**config.mk**
```make
export PLATFORM = sky130hd
export DESIGN_NAME = calc_sequencer
export DESIGN_NICKNAME = d
export VERILOG_FILES = /design/src/rtl/calc_sequencer.sv
export SDC_FILE = /design/constraint.sdc
export NUM_CORES = 1
export LEC_CHECK = 0
export CORE_MARGIN = 1.5
export CORE_UTILIZATION = 65
export DETAILED_ROUTE_END_ITERATION = 7
export GPL_TIMING_DRIVEN = 1
export PLACE_DENSITY = 0.92
export SETUP_SLACK_MARGIN = 0.1
export SLEW_MARGIN = 20
export SYNTH_ARGS = -nofsm -noshare
export SYNTH_HDL_FRONTEND = slang
export SYNTH_SLANG_ARGS = --single-unit
```
**constraint.sdc**
```tcl
create_clock -name clk -period 14.35 [get_ports clk]
set_input_delay 1.435 -clock clk [delete_from_list [all_inputs] [get_ports clk]]
set_output_delay 1.435 -clock clk [all_outputs]
set_load 0.05 [all_outputs]
```
**src/rtl/calc_sequencer.sv**
```systemverilog
// Sequences pixel x weight reads through a MAC per output neuron, then scales, saturates and stores each sum.
// 394 cycles per neuron (392 issue, 1 drain, 1 write); no backpressure, RAMs answer with fixed 1-cycle latency.
module calc_sequencer #(
    parameter int NUM_OUT = 10,
    parameter int WORDS   = 392,
    parameter int SHIFT   = 8,
    parameter int ACC_W   = 36
) (
    input  logic        clk,
    input  logic        rst,
    input  logic        start_calc,
    input  logic        clear_data,
    output logic [8:0]  pixel_addr,
    output logic        pixel_re,
    input  logic [15:0] pixel_rdata,
    output logic [11:0] weight_addr,
    output logic        weight_re,
    input  logic [31:0] weight_rdata,
    output logic        result_we,
    output logic [3:0]  result_addr,
    output logic [16:0] result_data,
    output logic        busy,
    output logic        done_calc,
    output logic        overflow
);
    typedef enum logic [2:0] {IDLE, ISSUE, DRAIN, WRITE, DONE} state_t;

    localparam logic [8:0] I_LAST = 9'(WORDS - 1);
    localparam logic [3:0] N_LAST = 4'(NUM_OUT - 1);
    localparam logic signed [ACC_W-1:0] SAT_MAX = ACC_W'(65535);
    localparam logic signed [ACC_W-1:0] SAT_MIN = ACC_W'(-65536);

    state_t r_state, w_next;
    logic [8:0]  r_i;
    logic [11:0] r_w;
    logic [3:0]  r_n;
    logic signed [ACC_W-1:0] r_acc;
    logic r_ovf;

    logic w_start, w_accum, w_hi, w_lo;
    logic signed [24:0] w_px0, w_px1, w_wt0, w_wt1, w_prod0, w_prod1;
    logic signed [ACC_W-1:0] w_sum, w_scaled;
    logic [16:0] w_sat_data;

    // Pixels are unsigned bytes, weights signed halfwords; each product fits 25 bits.
    assign w_px0   = 25'({1'b0, pixel_rdata[7:0]});
    assign w_px1   = 25'({1'b0, pixel_rdata[15:8]});
    assign w_wt0   = 25'($signed(weight_rdata[15:0]));
    assign w_wt1   = 25'($signed(weight_rdata[31:16]));
    assign w_prod0 = w_px0 * w_wt0;
    assign w_prod1 = w_px1 * w_wt1;
    assign w_sum   = r_acc + ACC_W'(w_prod0) + ACC_W'(w_prod1);

    assign w_scaled   = r_acc >>> SHIFT;
    assign w_hi       = w_scaled > SAT_MAX;
    assign w_lo       = w_scaled < SAT_MIN;
    assign w_sat_data = w_hi ? 17'h0FFFF : (w_lo ? 17'h10000 : w_scaled[16:0]);
    assign overflow   = r_ovf;

    always_ff @(posedge clk) begin
        if (rst) r_state <= IDLE;
        else     r_state <= w_next;
    end

    always_comb begin
        w_next      = r_state;
        w_start     = 1'b0;
        w_accum     = 1'b0;
        pixel_re    = 1'b0;
        weight_re   = 1'b0;
        pixel_addr  = '0;
        weight_addr = '0;
        result_we   = 1'b0;
        result_addr = '0;
        result_data = '0;
        busy        = 1'b0;
        done_calc   = 1'b0;
        unique case (r_state)
            IDLE: begin
                if (start_calc) begin
                    w_next  = ISSUE;
                    w_start = 1'b1;
                end
            end
            ISSUE: begin
                busy        = 1'b1;
                pixel_re    = 1'b1;
                weight_re   = 1'b1;
                pixel_addr  = r_i;
                weight_addr = r_w;
                w_accum     = (r_i != 9'd0);
                if (r_i == I_LAST) w_next = DRAIN;
            end
            DRAIN: begin
                busy    = 1'b1;
                w_accum = 1'b1;
                w_next  = WRITE;
            end
            WRITE: begin
                busy        = 1'b1;
                result_we   = 1'b1;
                result_addr = r_n;
                result_data = w_sat_data;
                w_next      = (r_n == N_LAST) ? DONE : ISSUE;
            end
            DONE: begin
                done_calc = 1'b1;
                if (start_calc) begin
                    w_next  = ISSUE;
                    w_start = 1'b1;
                end
            end
            default: w_next = IDLE;
        endcase
        // Abort wins over everything, including a write already on the bus this cycle.
        if (clear_data || rst) begin
            w_next    = IDLE;
            w_start   = 1'b0;
            w_accum   = 1'b0;
            result_we = 1'b0;
        end
    end

    always_ff @(posedge clk) begin
        if (rst) begin
            r_i   <= '0;
            r_w   <= '0;
            r_n   <= '0;
            r_acc <= '0;
            r_ovf <= 1'b0;
        end else if (w_start) begin
            r_i   <= '0;
            r_w   <= '0;
            r_n   <= '0;
            r_acc <= '0;
            r_ovf <= 1'b0;
        end else if (clear_data) begin
            r_ovf <= 1'b0;
        end else begin
            if (r_state == ISSUE) begin
                r_w <= r_w + 12'd1;
                r_i <= (r_i == I_LAST) ? 9'd0 : r_i + 9'd1;
            end
            if (w_accum) r_acc <= w_sum;
            if (result_we) begin
                r_acc <= '0;
                if (r_n != N_LAST) r_n <= r_n + 4'd1;
                if (w_hi || w_lo)  r_ovf <= 1'b1;
            end
        end
    end
endmodule
```
# == Yosys cells after proc, flatten, opt, wreduce, memory -nomap -nowiden ==
# Index checks and enable logic that the tools add are counted.
# totals
in_bits,52
out_inout_bits,48
word_cells,63
reg_bits,65
# op_classes
eq_ne,9
n_lt_le_gt_ge,2
bitwise_logic,1
addsub,5
mux,23
n_reduce_logical,15
mul,2
# ops
operator,count
$add A36 B25 Y36,2
$mux W36,2
$mux W17,3
$mul A9 B16 Y25,2
$gt A28 B17 Y1 const B,1
$lt A28 B17 Y1 const B,1
$mux W9,2
$add A12 B1 Y12 const B,1
$mux W12,1
$pmux W3 S4,1
$add A9 B1 Y9 const B,1
$eq A9 B9 Y1 const B,1
$mux W1,9
$mux W3,3
$reduce_bool A9 Y1,1
$reduce_and A2 Y1,4
$eq A3 B2 Y1 const B,2
$reduce_or A2 Y1,3
$reduce_or A3 Y1,2
$add A4 B1 Y4 const B,1
$eq A4 B4 Y1 const B,1
$mux W4,1
$ne A4 B4 Y1 const B,1
$eq A3 B1 Y1 const B,1
9 further kinds,10

# == Depth between registers and ports, before layout ==
# depth
ltp_word,5
depth_mapped,25

# == Worst setup path before layout ==
# OpenSTA, ideal clock, no wires.
# synth_timing
kind,input to register
start,input weight_rdata[31]
end,register r_acc[34]
n_path_buf,2
t_arrival_ps,7167
cell_stages,21
setup_slack_ps,7056
cell_sequence,clkbuf_1 -> nand2_1 -> fa_1 -> fa_1 -> inv_1 -> fa_1 -> fa_1 -> fa_1 -> inv_1 -> fa_1 -> inv_1 -> ha_1 -> clkbuf_1 -> nand2_1 -> o21ai_0 -> or3b_1 -> o21a_1 -> o211ai_2 -> a21oi_2 -> o2111ai_1 -> or3b_1
# synth_between
elab_chain_cells,4
# synth_lines
element,line_no,rtl
"start, declared",18,"input logic [31:0] weight_rdata,"
$mul A9 B16 Y25,51,assign w_prod1 = w_px1 * w_wt1;
$add A36 B25 Y36,52,assign w_sum = r_acc + ACC_W'(w_prod0) + ACC_W'(w_prod1);
$mux W36,144,if (w_accum) r_acc <= w_sum;
$mux W36,145,if (result_we) begin
"end signal, assigned",144,
"end, declared",37,logic signed [ACC_W-1:0] r_acc;
# No other way between the ends. The select of a mux whose other input is x is not followed.
# A chain may end at the register's enable or synchronous reset.

# == Worst setup path in the final report ==
# layout_timing
start,input pixel_rdata[1]
end,register r_acc[33]
# layout_between
elab_chain_cells,5
# layout_lines
element,line_no,rtl
"start, declared",15,"input logic [15:0] pixel_rdata,"
$mul A9 B16 Y25,50,assign w_prod0 = w_px0 * w_wt0;
$add A36 B25 Y36 (2 in series),52,
$mux W36,144,
$mux W36,145,
# No other way between the ends. The select of a mux whose other input is x is not followed.

==> run_results.csv <==
group,metric,value,unit
outcome,status,"finished, final reports clean",
cells_and_area,nNetsFinal,2251,
sta,tightest_slew,1.078,ns
routing,firstDrtPassIters,5,
sta,relSlewSlack,27.94,%
routing,drc,0,
synth,yosys-top-cells-area,"fa_1, inv_1, ha_1",
synth,netlist_area,14910,um^2
synth,syn_inst,1705,
synth,ys_seq_elements,65,
placement,dpl.hpwl,30030,um
critical_path,worstPathRequired,14.51,ns
synth,yosysTopAreaCell,"fa_1",
synth,synth-edff-count,0,
critical_path,worstSetupPathType,"in2reg",
sta,fmax,124.6,MHz
floorplanning,core,22570,um^2
cells_and_area,n_antenna_cell,0,
flow_run,maxCapViolCount,0,
clocking,hold_buffers,0,
floorplanning,dieArea,23850,um^2
sta,finalWorstSetupSlack,6.322,ns
critical_path,worstSetupStartpointType,"primary input",
floorplanning,start_util,66.05,%
routing,routed_via_density,5.544,
grt,track_usage,31.36,%
synth,ys_async_sr_fraction,0,%
synth,ys.flop_type,"dfxtp_1",
clocking,cts_tree,"yes",
clocking,postCtsSetupRepairBufs,0,
clocking,cts_buffer_depth,2,
synth,yosysMostFrequentCell,"inv_1",
synth,synth.top_cell.area_share,41.49,%
synth,avgSynthCellArea,8.744,um^2
cells_and_area,fin_util,72.63,%
placement,io_buffers,99,
critical_path,cp_max_fo,16,
routing,wire_per_inst,16.91,um
clocking,cts_repair_resize_count,0,
sta,hold_viol,0,
routing,drt_iter0_markers,852,
sta,fin_setup_tns,0,ns
clocking,h-tree-depth,3,
floorplanning,die_y,154.4,um
grt,antenna_found_initial,0,
cells_and_area,seqCellArea,1301,um^2
cells_and_area,multi_input_area,11770,um^2
grt,grt_pass1_wl,59880,um
floorplanning,rows,55,
sta,rsz0062_at_grt,"no",
clocking,numCtsBuffers,9,
cells_and_area,area_growth,9.971,%
placement,pre_cts_slack,6.042,ns
min_path,hp-class,"reg2reg",
routing,ant_nets,0,
synth,yosysSeqAreaShare,8.728,%
synth,yosysUniqueCellTypes,60,
floorplanning,ios,100,
routing,num_vias,11440,
placement,placed_cells,2048,
clocking,insertion_delay,0.33,ns
synth,synth_common_cells,"inv_1, fa_1, nand2_1",
cells_and_area,fillers,1559,
synth,synth_nets,2182,
routing,routed_wl,34880,um
grt,grt_max_degree,44,
cells_and_area,layout-drive-gt1-share,1.912,%
grt,grt_pass1_vias,12360,
sta,fin_crit_sh,55.95,%
floorplanning,die_w,154.4,um
sta,final-max-slew-violation-count,0,
sta,fin_worst_skew,0.009079,ns
sta,setup_viol,0,
critical_path,worstPathArrival,8.19,ns
cells_and_area,fin_cells,2063,
clocking,path_clk_slew,0.05,ns
clocking,clockRootBuffer,"clkbuf_16",
grt,grt_overflow,0,
placement,gp_congestion,0.9607,
clocking,numClockSinks,65,
sta,final.min_clock_period,8.028,ns
synth,yosysWarnings,0,
critical_path,end_kind,"flip-flop",
==> layout make-up <==
cell class              instances  share of cell area [%]
multi-input cells            1152                   71.81
inverters                     447                   10.23
flip-flops and latches         65                   7.937
repair buffers                 99                   6.044
well taps                     285                   2.175
clock buffers                  10                   1.458
clock inverters                 5                  0.3434
==> stage by stage <==
stage | hold WS (ns) | cell area [um^2]
2_1_floorplan | 0.4241 | 14910
3_3_place_gp | 0.4370 | 16100
3_5_place_dp | 0.4533 | 16100
4_1_cts | 0.4635 | 16390
5_1_grt | 0.4808 | 16390
6_report | 0.4603 | 16390
==> critical path, cell delays in order <==
cell and delay, ns:
clkdlybuf4s50_1 0.86, nand2_1 0.15, fa_1 0.55, inv_1 0.06, fa_1 0.50, inv_1 0.05, fa_1 0.49, inv_1 0.06
fa_1 0.52, fa_1 0.56, inv_1 0.06, fa_1 0.57, inv_1 0.05, ha_1 0.38, nand2_1 0.07, o21ai_0 0.18
nand2_1 0.20, o2111ai_1 0.40, a21boi_1 0.17, nor3_1 0.42, a221o_1 0.23, xnor2_1 0.11, o21ai_0 0.09
==> cell families after synthesis <==
kind of cell             count (synthesis)  share of synthesized area (%)
buffers and inverters                  488                          12.38
AO/OA/AOI/OAI                          177                          7.596
adder cells (fa/ha/maj)                425                          51.23
flip-flops                              65                          8.729
XOR/XNOR                                56                          3.290
AND/OR/NAND/NOR                        492                          16.64
multiplexers                             2                         0.1343
==> worst paths after layout <==
path                  start   endpoint  slack (ns)  depth (start not counted)
max          pixel_rdata[1]  r_acc[33]        6.32                         23
min                r_acc[8]   r_acc[8]        0.46                          2
max reg2reg        r_acc[5]  r_acc[33]        9.20                         18
min reg2reg        r_acc[8]   r_acc[8]        0.46                          2
==> layer usage <==
metal / vias up / GRT usage [%] / wire length (um)
met1: 5642 / 41.94 / 14600
met2: 509 / 53.17 / 16870
met3: 65 / 6.388 / 2860
met4: 0 / 6.960 / 544
met5: - / 0 / 0
li1: 5221 / - / -
==> layout by cell type (no fill, tap or decap), types with 3 or more instances in the layout <==
master / count
a211oi_1: 5
a21boi_0: 4
a21o_1: 17
a21oi_1: 69
a31oi_1: 4
and2_1: 173
and3_1: 5
clkbuf_16: 9
clkdlybuf4s50_1: 99
dfxtp_1: 65
fa_1: 309
ha_1: 116
inv_1: 447
nand2_1: 178
nand3_1: 29
nand4_1: 13
nor2_1: 56
nor2b_1: 6
nor3_1: 12
nor4_1: 3
o211ai_1: 5
o21a_1: 6
o21ai_0: 31
o21ai_1: 4
o22ai_1: 3
o31ai_1: 6
or2_2: 3
or3_1: 5
xnor2_1: 30
xor2_1: 26
==> sequential cells by signal, indices dropped and copies added, names as in the netlist <==
signal    count
r_w          12
r_n           4
overflow      1
r_i           9
r_acc        36
r_state       3
Power is not shown: default switching activity piles up to over one toggle a cycle in this logic, so the estimate is an artifact.
